### config.mk
export PLATFORM = sky130hd
export DESIGN_NAME = addsub_serial_flat
export DESIGN_NICKNAME = d
export VERILOG_FILES = /design/src/rtl/addsub_serial_pkg.sv /design/src/rtl/addsub_serial_if.sv /design/src/rtl/addsub_serial_chunk.sv /design/src/rtl/addsub_serial.sv /design/src/flat_wrapper.sv
export SDC_FILE = /design/constraint.sdc
export NUM_CORES = 1
export LEC_CHECK = 0
export BUFFER_PORTS_ARGS = -buffer_cell sky130_fd_sc_hd__buf_2
export CORE_AREA = 10 10 119 121
export DETAILED_ROUTE_END_ITERATION = 12
export DIE_AREA = 0 0 129 131
export PLACE_DENSITY = 0.56
export SYNTH_ARGS = -nofsm -noshare
export SYNTH_HDL_FRONTEND = slang
export SYNTH_SLANG_ARGS = --single-unit
### constraint.sdc
create_clock -name clk -period 3.45 [get_ports clk]
set_input_delay 0.69 -clock clk [delete_from_list [all_inputs] [get_ports clk]]
set_output_delay 0.69 -clock clk [all_outputs]
set_load 0.01 [all_outputs]
### src/rtl/addsub_serial_pkg.sv
// Shared types and elaboration helpers for the digit-serial adder/subtractor.
package addsub_pkg;

  typedef enum logic {IDLE, RUN} addsub_state_t;

  // Number of chunk cycles per operation.
  function automatic int calc_n(input int width, input int chunk);
    return width / chunk;
  endfunction

  // Chunk index width; at least one bit so N==1 still has a legal counter.
  function automatic int calc_idx_w(input int n);
    return (n > 1) ? $clog2(n) : 1;
  endfunction

endpackage

### src/rtl/addsub_serial_if.sv
// Request/response bundle for the serial adder/subtractor.
interface addsub_serial_if #(parameter int WIDTH = 16);
  logic             start;
  logic             sub;
  logic             sat;
  logic [WIDTH-1:0] a;
  logic [WIDTH-1:0] b;
  logic             busy;
  logic             done;
  logic [WIDTH-1:0] sum;
  logic             cout;
  logic             ovfl;
  logic             zero;

  modport master (output start, sub, sat, a, b,
                  input  busy, done, sum, cout, ovfl, zero);
  modport slave  (input  start, sub, sat, a, b,
                  output busy, done, sum, cout, ovfl, zero);
endinterface

### src/rtl/addsub_serial_chunk.sv
// CHUNK-bit ripple-carry adder built from 1-bit full adder cells.

module fulladder (
  input  logic a,
  input  logic b,
  input  logic ci,
  output logic s,
  output logic co
);
  assign s  = a ^ b ^ ci;
  assign co = (a & b) | (ci & (a ^ b));
endmodule

module ripple_adder_chunk #(
  parameter int CHUNK = 4
) (
  input  logic [CHUNK-1:0] a,
  input  logic [CHUNK-1:0] b,
  input  logic             c_in,
  output logic [CHUNK-1:0] sum,
  output logic             c_out,
  output logic             c_msb   // carry into the top bit, for overflow cross-check
);
  logic [CHUNK:0] c;

  assign c[0] = c_in;

  fulladder u_fa [CHUNK-1:0] (
    .a  (a),
    .b  (b),
    .ci (c[CHUNK-1:0]),
    .s  (sum),
    .co (c[CHUNK:1])
  );

  assign c_out = c[CHUNK];
  assign c_msb = c[CHUNK-1];
endmodule

### src/rtl/addsub_serial.sv
// Digit-serial adder/subtractor: WIDTH-bit operands, CHUNK bits per clock,
// optional signed saturation, registered result and flags with done pulse.
module addsub_serial
  import addsub_pkg::*;
#(
  parameter int WIDTH = 16,
  parameter int CHUNK = 4
) (
  input  logic            clk,
  input  logic            rst,
  addsub_serial_if.slave  bus
);
  localparam int N  = calc_n(WIDTH, CHUNK);
  localparam int IW = calc_idx_w(N);
  localparam logic [IW-1:0] LAST = IW'(N - 1);

  generate
    if (CHUNK < 1 || (WIDTH % CHUNK) != 0) begin : g_bad_cfg
      $error("addsub_serial: WIDTH must be a non-zero multiple of CHUNK");
    end
  endgenerate

  addsub_state_t state, state_nxt;

  logic [WIDTH-1:0] a_r, b_r, part;
  logic             carry, sat_r;
  logic [IW-1:0]    idx;

  logic [WIDTH-1:0] sum_r;
  logic             busy_r, done_r, cout_r, ovfl_r, zero_r;

  logic [CHUNK-1:0] csum;
  logic             c_out, c_msb, last, ovfl_raw;
  logic [WIDTH-1:0] raw, sat_val, fin;

  assign last = (idx == LAST);

  ripple_adder_chunk #(.CHUNK(CHUNK)) u_chunk (
    .a     (a_r[idx*CHUNK +: CHUNK]),
    .b     (b_r[idx*CHUNK +: CHUNK]),
    .c_in  (carry),
    .sum   (csum),
    .c_out (c_out),
    .c_msb (c_msb)
  );

  // Full raw result as it will stand once the current chunk is written.
  always_comb begin
    raw = part;
    raw[idx*CHUNK +: CHUNK] = csum;
  end

  assign ovfl_raw = (a_r[WIDTH-1] == b_r[WIDTH-1]) && (raw[WIDTH-1] != a_r[WIDTH-1]);
  assign sat_val  = a_r[WIDTH-1] ? {1'b1, {(WIDTH-1){1'b0}}} : {1'b0, {(WIDTH-1){1'b1}}};
  assign fin      = (sat_r && ovfl_raw) ? sat_val : raw;

  // State register.
  always_ff @(posedge clk) begin
    if (rst) state <= IDLE;
    else     state <= state_nxt;
  end

  // Next-state: accept in IDLE, return after the last chunk.
  always_comb begin
    state_nxt = state;
    case (state)
      IDLE:    if (bus.start) state_nxt = RUN;
      RUN:     if (last)      state_nxt = IDLE;
      default: state_nxt = IDLE;
    endcase
  end

  // Operand latch, chunk accumulation and result/flag registers.
  always_ff @(posedge clk) begin
    if (rst) begin
      a_r    <= '0;
      b_r    <= '0;
      part   <= '0;
      carry  <= 1'b0;
      sat_r  <= 1'b0;
      idx    <= '0;
      busy_r <= 1'b0;
      done_r <= 1'b0;
      sum_r  <= '0;
      cout_r <= 1'b0;
      ovfl_r <= 1'b0;
      zero_r <= 1'b0;
    end else begin
      done_r <= 1'b0;
      case (state)
        IDLE: begin
          if (bus.start) begin
            a_r    <= bus.a;
            b_r    <= bus.b ^ {WIDTH{bus.sub}};
            carry  <= bus.sub;
            sat_r  <= bus.sat;
            idx    <= '0;
            busy_r <= 1'b1;
          end
        end
        RUN: begin
          part[idx*CHUNK +: CHUNK] <= csum;
          carry <= c_out;
          if (last) begin
            idx    <= '0;
            busy_r <= 1'b0;
            done_r <= 1'b1;
            sum_r  <= fin;
            cout_r <= c_out;
            ovfl_r <= ovfl_raw;
            zero_r <= (fin == '0);
          end else begin
            idx <= idx + IW'(1);
          end
        end
        default: ;
      endcase
    end
  end

  // Sign-rule overflow must agree with the carry-in/carry-out rule at the MSB.
  a_ovfl_xcheck: assert property (@(posedge clk) disable iff (rst)
    (state == RUN && last) |-> (ovfl_raw == (c_msb ^ c_out)));

  assign bus.busy = busy_r;
  assign bus.done = done_r;
  assign bus.sum  = sum_r;
  assign bus.cout = cout_r;
  assign bus.ovfl = ovfl_r;
  assign bus.zero = zero_r;

endmodule

### src/flat_wrapper.sv
// flat-port wrapper written by rule: the top's interface ports become plain ports
module addsub_serial_flat import addsub_pkg::*;
#(
  parameter int WIDTH = 16,
  parameter int CHUNK = 4
)
  (clk, rst, bus_start, bus_sub, bus_sat, bus_a, bus_b, bus_busy, bus_done, bus_sum, bus_cout, bus_ovfl, bus_zero);
  addsub_serial_if #(.WIDTH(WIDTH)) bus_i ();
  input  logic clk;
  input  logic rst;
  input wire logic [$bits(bus_i.start)-1:0] bus_start;
  input wire logic [$bits(bus_i.sub)-1:0] bus_sub;
  input wire logic [$bits(bus_i.sat)-1:0] bus_sat;
  input wire logic [$bits(bus_i.a)-1:0] bus_a;
  input wire logic [$bits(bus_i.b)-1:0] bus_b;
  output wire logic [$bits(bus_i.busy)-1:0] bus_busy;
  output wire logic [$bits(bus_i.done)-1:0] bus_done;
  output wire logic [$bits(bus_i.sum)-1:0] bus_sum;
  output wire logic [$bits(bus_i.cout)-1:0] bus_cout;
  output wire logic [$bits(bus_i.ovfl)-1:0] bus_ovfl;
  output wire logic [$bits(bus_i.zero)-1:0] bus_zero;
  assign bus_i.start = bus_start;
  assign bus_i.sub = bus_sub;
  assign bus_i.sat = bus_sat;
  assign bus_i.a = bus_a;
  assign bus_i.b = bus_b;
  assign bus_busy = bus_i.busy;
  assign bus_done = bus_i.done;
  assign bus_sum = bus_i.sum;
  assign bus_cout = bus_i.cout;
  assign bus_ovfl = bus_i.ovfl;
  assign bus_zero = bus_i.zero;
  addsub_serial #(.WIDTH(WIDTH), .CHUNK(CHUNK)) u_core (.clk(clk), .rst(rst), .bus(bus_i));
endmodule
# Word level (Yosys, flattened, before mapping)
# Index checks and enable logic that the tools add are counted.
totals:
  ff_bits: 74
  input_bits: 37
  out_inout_bits: 21
op_classes:
  addsub: 2
  n_eq_ne: 5
  shifts: 4
  mux: 15
  bitwise: 22
  n_reduce_logical: 7
ops:
  columns: ["cell", "count"]
  rows:
  - ["4-bit negation with 34-bit output", 1]
  - ["4-bit by 34-bit variable shift with 16-bit output, first input constant", 1]
  - ["4-bit by 34-bit variable part select with 16-bit output", 1]
  - ["16-bit two-way mux", 2]
  - ["16-bit by 5-bit variable part select with 4-bit output", 2]
  - ["16-bit bitwise mux", 1]
  - ["16-bit logical NOT", 1]
  - ["16-bit XOR", 1]
  - ["1-bit bitwise AND", 8]
  - ["1-bit XOR", 8]
  - ["1-bit two-way mux", 6]
  - ["1-bit case mux with 2 select lines", 3]
  - ["2-bit AND reduction", 3]
  - ["2-bit two-way mux", 2]
  - ["2-bit != test, second input constant", 2]
  - ["1-bit bitwise OR", 4]
  - ["2-bit case mux with 2 select lines", 1]
  - ["2-bit by 1-bit adder with 2-bit output, second input constant", 1]
  - ["2-bit equality test, second input constant", 1]
  - ["1-bit logical AND", 2]
  - ["2-bit OR reduction", 1]
  - ["1-bit equality test", 1]
  - ["1-bit != test", 1]
  - ["1-bit NOT", 1]

# Logic depth before layout (Yosys ltp)
logic_depth:
  depth_word: 16
  mapped_depth: 16
  mapped_depth_nobuf: 14

# Hierarchy
# A second synthesis with hierarchy kept.
hier_totals:
  cells_unflattened: 400
  area_unflattened_um2: 3598.5
modules_own_cells:
  columns: ["module", "n_inst", "cells_per_inst", "area_each_um2"]
  rows:
  - ["addsub_serial", 1, 396, 3518.4]
  - ["fulladder", 4, 1, 20.0]

# Worst setup path after synthesis
# No wires, ideal clock.
synth_path:
  kind: "register to register"
  from: "reg u_core.idx[0]"
  to: "reg u_core.sum_r[10], in the netlist u_core.bus.sum[10]"
  setup_time_ns: 0.125
  arrival_time_ns: 3.452
  required_ns: 3.325
  slack_ns: -0.127
  path_stages_with_launch: 17
  path_buffers: 2
  cell_sequence: "dfxtp_1 buf_2 mux4_2 inv_1 fa_1 inv_1 fa_1 inv_1 fa_1 inv_1 fa_1 and3b_4 a21oi_4 nor4b_2 nor2_2 buf_6 a21oi_1"
synth_between:
  elab_chain_cells: 15
synth_rtl:
  columns: ["element", "line_no", "source"]
  rows:
  - ["from (decl)", "addsub_serial.sv:27", "logic [IW-1:0] idx;"]
  - ["from (signal assigned)", "addsub_serial.sv:113", "idx <= idx + IW'(1);"]
  - ["16-bit by 5-bit variable part select with 4-bit output, on equally long branches", "addsub_serial.sv:39, addsub_serial.sv:40", null]
  - ["1-bit XOR", "addsub_serial_chunk.sv:10, addsub_serial_chunk.sv:11", null]
  - ["1-bit bitwise AND", "addsub_serial_chunk.sv:11", "assign co = (a & b) | (ci & (a ^ b));"]
  - ["1-bit bitwise OR", "addsub_serial_chunk.sv:11", null]
  - ["1-bit bitwise AND", "addsub_serial_chunk.sv:11", null]
  - ["1-bit bitwise OR", "addsub_serial_chunk.sv:11", null]
  - ["1-bit bitwise AND", "addsub_serial_chunk.sv:11", null]
  - ["1-bit bitwise OR", "addsub_serial_chunk.sv:11", null]
  - ["1-bit XOR", "addsub_serial_chunk.sv:10", "assign s = a ^ b ^ ci;"]
  - ["4-bit by 34-bit variable part select with 16-bit output", "addsub_serial.sv:50", "raw[idx*CHUNK +: CHUNK] = csum;"]
  - ["16-bit bitwise mux", "addsub_serial.sv:50", null]
  - ["1-bit != test", "addsub_serial.sv:53", "assign ovfl_raw = (a_r[WIDTH-1] == b_r[WIDTH-1]) && (raw[WIDTH-1] != a_r[WIDTH-1]);"]
  - ["1-bit logical AND", "addsub_serial.sv:53", null]
  - ["1-bit logical AND", "addsub_serial.sv:55", "assign fin = (sat_r && ovfl_raw) ? sat_val : raw;"]
  - ["16-bit two-way mux", "addsub_serial.sv:55", null]
  - ["to (signal assigned)", "addsub_serial.sv:108", "sum_r <= fin;"]
  - ["to (decl)", "addsub_serial.sv:29", "logic [WIDTH-1:0] sum_r;"]
# Several ways; a longest one is shown, not always the timed one.
# A chain may end at the register's enable or synchronous reset.

# Worst setup path in the final report
layout_path:
  from: "reg u_core.idx[0]"
  to: "reg u_core.ovfl_r, in the netlist u_core.bus.ovfl"
layout_between:
  elab_chain_cells: 13
layout_rtl:
  columns: ["element", "line_no", "source"]
  rows:
  - ["16-bit by 5-bit variable part select with 4-bit output, on equally long branches", "addsub_serial.sv:39, addsub_serial.sv:40", null]
  - ["1-bit XOR", "addsub_serial_chunk.sv:10, addsub_serial_chunk.sv:11", null]
  - ["1-bit bitwise AND", "addsub_serial_chunk.sv:11", null]
  - ["1-bit bitwise OR", "addsub_serial_chunk.sv:11", null]
  - ["1-bit bitwise AND", "addsub_serial_chunk.sv:11", null]
  - ["1-bit bitwise OR", "addsub_serial_chunk.sv:11", null]
  - ["1-bit bitwise AND", "addsub_serial_chunk.sv:11", null]
  - ["1-bit bitwise OR", "addsub_serial_chunk.sv:11", null]
  - ["1-bit XOR", "addsub_serial_chunk.sv:10", null]
  - ["4-bit by 34-bit variable part select with 16-bit output", "addsub_serial.sv:50", null]
  - ["16-bit bitwise mux", "addsub_serial.sv:50", null]
  - ["1-bit != test", "addsub_serial.sv:53", null]
  - ["1-bit logical AND", "addsub_serial.sv:53", null]
  - ["to (signal assigned)", "addsub_serial.sv:110", "ovfl_r <= ovfl_raw;"]
  - ["to (decl)", "addsub_serial.sv:30", "logic busy_r, done_r, cout_r, ovfl_r, zero_r;"]
# Several ways; a longest one is shown, not always the timed one.

==> results <==
- The run finished with clean final reports.
- The net count after synthesis is 425.
- Detailed routing inserted a total of 2798 vias.
- The routability congestion estimate is 0.822.
- The fraction of layout instances using a drive strength above 1 is 28.7%.
- After detailed routing, the total wire length is 8.70 mm.
- The total power density per cell area is 509 mW/mm^2.
- The violation count after the first detailed-routing iteration is 194.
- The number of buffers created by CTS is 9.
- The initial antenna violation count is 0.
- The post-route antenna net violation count is 0.
- Summed over all failing endpoints, the final setup total negative slack is 0 ns.
- In the routed layout, each cell is associated on average with a via count of 4.80.
- The area of the core is 0.0118 sq mm.
- The number of sinks handled by clock tree synthesis is 74.
- The number of iterations in the first detailed-routing pass is 4.
- The floorplan has 40 rows.
- Measured along the y axis, the die boundary spans 131 microns.
- The number of ports placed on the die boundary is 58.
- The register area share after synthesis is 43.1%.
- At the end of the flow, the number of nets in the layout was 479.
- The startpoint identified for the worst hold timing path is u_core.a_r[3].
- The total power consumption of the routed design is 2.18 mW.
- The classification of the worst setup path is reg -> reg.
- In this run the deepest clock path goes through 2 buffers.
- The worst reg2reg path endpoint is u_core.bus.ovfl.
- The setup-violating endpoint count in the final report is 0.
- After synthesis, the netlist uses 43 different library cells.
- Global routing consumed, over all layers together, 10.7% of the routing resources.
- The worst setup slack for register-to-register paths is 0.12 ns.
- The flip-flop cell with the highest count after synthesis is sky130_fd_sc_hd__dfxtp_1.
- The signal on the critical path passes through mux4_2, inv_2, fa_1, inv_1, fa_2, inv_2, fa_2, inv_1, fa_1, and3b_4, a21oi_4, buf_4, nor3_1, nor3_1, nor3_1.
- The wire-length estimate of the detail-placed layout is 6.47 mm.
- Setup repair after global routing could not meet its margin everywhere.
- The most common cell type on the critical path is sky130_fd_sc_hd__nor3_1.
- The count of pins over their slew limit is 0.
- Relative to the synthesized area, the layout overhead comes to 24.8%.
- The clock-pin transition on the worst setup and hold timing paths is 0.06 ns.
- In this run, synthesis produced a sequential element count of 74.
- Along the worst path, the maximum fanout reaches 6.
- The clock tree from TritonCTS is yes.
- The filler cells instantiated in the layout total 1222.
- The number of synthesized flops with an enable pin is 0.
- The cell family contributing the most delay on the critical path is adder cells.
- The count of input and output buffers is 57.
- The number of stages on the worst hold path is 2.
- The actual transition at the worst max-transition pin is 0.950 ns.
- The cell sitting at the root of the clock tree is a sky130_fd_sc_hd__clkbuf_16.
- Counting every instance in the synthesized netlist gives 378.
- STA classifies the critical path endpoint as a flop.
- The worst setup skew after layout is 0.00686 ns.
- In the routed design, unresolved DRC markers number 0.
- The area of the die is 0.0169 sq mm.
- The endpoint of the worst hold-timing path is u_core.a_r[3].
- The routed length per instance is 14.9 microns.
- Headroom to the max-slew limit came out at 36.5%.
- The worst supply voltage drop on vdd is 0.000178 V.
- Subtracting the final worst setup slack from the clock period gives 3.33 ns.
- The starting density of the core is 29.1%.
- The data required time of the critical path is 3.66 ns.
- The type of the most critical hold path is reg -> reg.
- The peak clock frequency supported by timing is 300 MHz.
- The number of buffers and inverters on the critical path is 5.
- For this run, the slowest stage of the critical path takes 0.52 ns.
- At the worst endpoint, the arrival time is 3.54 ns.
- The worst setup path is launched from a flop.
- The clock latency of the later-clocked register in the worst-skew pair is 0.33 ns.
- Of all flip-flops after synthesis, the portion carrying an async set or reset was 0%.
- The post-synthesis instance area is 0.00344 sq mm.
- The share of the clock period used by the worst path after layout is 96.5%.
- The leakage power is 1.68 nW.
- The clock tree synthesis step divided the H-tree into 3 levels.
- The total area of multi-input combinational cells is 0.00186 sq mm.
- Summed over all layers, the global routing overflow is 0.
- The antenna cell count is 0.
- Entering global routing, the biggest net connects 49 pins.
- The number of endpoints with negative hold slack in the final report is 0.
- In this run the horizontal extent of the chip is 129 microns.
- The worst reg2reg path startpoint is u_core.idx[0].
- In the final layout, flip-flops and latches occupy 0.00149 sq mm.
- Averaged over all synthesized cells, the footprint is 9.09 sq um.
- Summing all placed instances gives a cell area of 0.00386 sq mm.
- The global-route wire length before repair is 14.5 mm.
- After routing the design area is 0.00429 sq mm.
- The number of cells on the worst reg-to-reg path is 15.
- The cell with the largest stage delay on the worst path is sky130_fd_sc_hd__mux4_2.
- Across the run, the number of max-cap violations was 0.
- During synthesis, Yosys emitted a total of 0 warnings.
- The via count of the first global-routing pass is 2828.
## repair_timing
action,4_1_cts,5_1_grt
gates resized for setup,1,23
endpoints found under the setup margin,15,18
buffers inserted,0,4
pin swaps,0,5
hold buffers,0,0
## synth_stat cells (2+ instances only)
cell / count / area (sq um)
sky130_fd_sc_hd__inv_1: 14 / 52.6
sky130_fd_sc_hd__buf_6: 2 / 22.5
sky130_fd_sc_hd__o21ai_0: 17 / 85.1
sky130_fd_sc_hd__a211oi_1: 32 / 240
sky130_fd_sc_hd__clkbuf_1: 15 / 56.3
sky130_fd_sc_hd__and3_1: 4 / 25.0
sky130_fd_sc_hd__buf_1: 3 / 11.3
sky130_fd_sc_hd__and2b_2: 3 / 26.3
sky130_fd_sc_hd__nand2_1: 40 / 150
sky130_fd_sc_hd__nor2b_1: 6 / 37.5
sky130_fd_sc_hd__mux4_2: 8 / 180
sky130_fd_sc_hd__nand4_1: 3 / 18.8
sky130_fd_sc_hd__fa_1: 4 / 80.1
sky130_fd_sc_hd__nand2b_1: 2 / 12.5
sky130_fd_sc_hd__ha_1: 6 / 75.1
sky130_fd_sc_hd__mux2i_1: 5 / 50.1
sky130_fd_sc_hd__xnor2_1: 15 / 131
sky130_fd_sc_hd__buf_2: 7 / 35.0
sky130_fd_sc_hd__a31oi_4: 2 / 42.5
sky130_fd_sc_hd__nor3b_1: 2 / 15.0
sky130_fd_sc_hd__a21oi_1: 44 / 220
sky130_fd_sc_hd__dfxtp_1: 74 / 1480
sky130_fd_sc_hd__a31oi_1: 6 / 37.5
sky130_fd_sc_hd__nor3_1: 6 / 30.0
sky130_fd_sc_hd__nor2_1: 40 / 150
## layer usage
layer | wire [microns] | global-route usage, %
met3 | 537 | 3.71
met5 | 0 | 0
met4 | 91 | 3.21
met1 | 4080 | 14.0
met2 | 3990 | 16.1
## stage by stage
stage / util [%] / worst slack (ns) / hold WS [ns] / instances
floorplan: - / 0.0207 / 0.433 / 378
global placement: 32.7 / -0.0108 / 0.447 / 565
detailed placement: 32.7 / -0.118 / 0.447 / 565
CTS: 35.3 / 0.0258 / 0.454 / 580
global route: 36.3 / -0.0634 / 0.474 / 583
finish: 36.3 / 0.119 / 0.452 / 583
## worst max path at each step
stage	startpoint	endpoint	slack, ns	depth (start not counted)
final	u_core.idx[0]	u_core.bus.ovfl	0.12	15
after global routing	u_core.idx[0]	u_core.bus.ovfl	-0.06	15
after CTS	u_core.idx[0]	u_core.bus.sum[12]	0.03	14
after detailed placement	u_core.idx[0]	u_core.bus.sum[3]	-0.12	14
after global placement	u_core.idx[0]	u_core.bus.sum[5]	-0.01	14
after floorplan	u_core.idx[1]	u_core.bus.sum[10]	0.02	16
## report_power, final
group	total, mW	internal, mW	switching, mW
logic	0.321	0.143	0.178
clock network	0.919	0.572	0.347
registers	0.942	0.905	0.0373
## registers in the layout, summed over array words and instances (netlist names)
name / flops
u_core.state: 1
u_core.idx: 2
u_core.bus.ovfl: 1
u_core.carry: 1
u_core.bus.sum: 16
u_core.b_r: 16
u_core.bus.busy: 1
u_core.sat_r: 1
u_core.bus.done: 1
u_core.a_r: 16
u_core.bus.cout: 1
u_core.part: 16
u_core.bus.zero: 1
## layout by cell type, fill, tap and decap left out, types with 2 or more instances in the layout
cell / count
sky130_fd_sc_hd__and2b_2: 3
sky130_fd_sc_hd__buf_2: 57
sky130_fd_sc_hd__mux2i_1: 5
sky130_fd_sc_hd__and3_1: 4
sky130_fd_sc_hd__a211oi_1: 32
sky130_fd_sc_hd__nor2_1: 40
sky130_fd_sc_hd__inv_1: 12
sky130_fd_sc_hd__a21oi_1: 32
sky130_fd_sc_hd__nand4_1: 3
sky130_fd_sc_hd__fa_2: 2
sky130_fd_sc_hd__xnor2_1: 15
sky130_fd_sc_hd__a31oi_1: 6
sky130_fd_sc_hd__inv_2: 2
sky130_fd_sc_hd__fa_1: 2
sky130_fd_sc_hd__nor3_1: 6
sky130_fd_sc_hd__clkinv_2: 2
sky130_fd_sc_hd__dfxtp_4: 2
sky130_fd_sc_hd__a21oi_4: 2
sky130_fd_sc_hd__buf_12: 2
sky130_fd_sc_hd__buf_4: 11
sky130_fd_sc_hd__ha_1: 6
sky130_fd_sc_hd__mux4_2: 8
sky130_fd_sc_hd__clkbuf_16: 9
sky130_fd_sc_hd__a21oi_2: 11
sky130_fd_sc_hd__nor3b_1: 2
sky130_fd_sc_hd__nand2b_1: 2
sky130_fd_sc_hd__a31oi_4: 2
sky130_fd_sc_hd__nand2_1: 40
sky130_fd_sc_hd__o21ai_0: 16
sky130_fd_sc_hd__nor2b_1: 5
sky130_fd_sc_hd__dfxtp_1: 72
sky130_fd_sc_hd__clkinvlp_4: 2
## worst reg2reg max path: stages, from the launching register on
cell                      delay, ns
sky130_fd_sc_hd__dfxtp_4       0.38
sky130_fd_sc_hd__mux4_2        0.52
sky130_fd_sc_hd__inv_2         0.07
sky130_fd_sc_hd__fa_1          0.15
sky130_fd_sc_hd__inv_1         0.05
sky130_fd_sc_hd__fa_2          0.33
sky130_fd_sc_hd__inv_2         0.07
sky130_fd_sc_hd__fa_2          0.18
sky130_fd_sc_hd__inv_1         0.05
sky130_fd_sc_hd__fa_1          0.46
sky130_fd_sc_hd__and3b_4       0.22
sky130_fd_sc_hd__a21oi_4       0.25
sky130_fd_sc_hd__buf_4         0.18
sky130_fd_sc_hd__nor3_1        0.04
sky130_fd_sc_hd__nor3_1        0.21
sky130_fd_sc_hd__nor3_1        0.07
## final cells by class
class / count / share of cell area, %
Clock inverter: 5 / 1.28
Clock buffer: 10 / 5.57
Tap cell: 147 / 4.29
Sequential cell: 74 / 34.7
Timing Repair Buffer: 70 / 9.51
Inverter: 14 / 1.23
Multi-Input combinational cell: 263 / 43.4
## cell families after synthesis
logic type	after synthesis	synth area share, %
compound gates	105	19.3
xor+xnor	16	4.08
flops	74	43.1
fa+ha+maj	10	4.51
buf+inv	41	5.17
mux	13	6.70
simple gates	119	17.1
No activity file was read; power rests on OpenSTA's default activity.
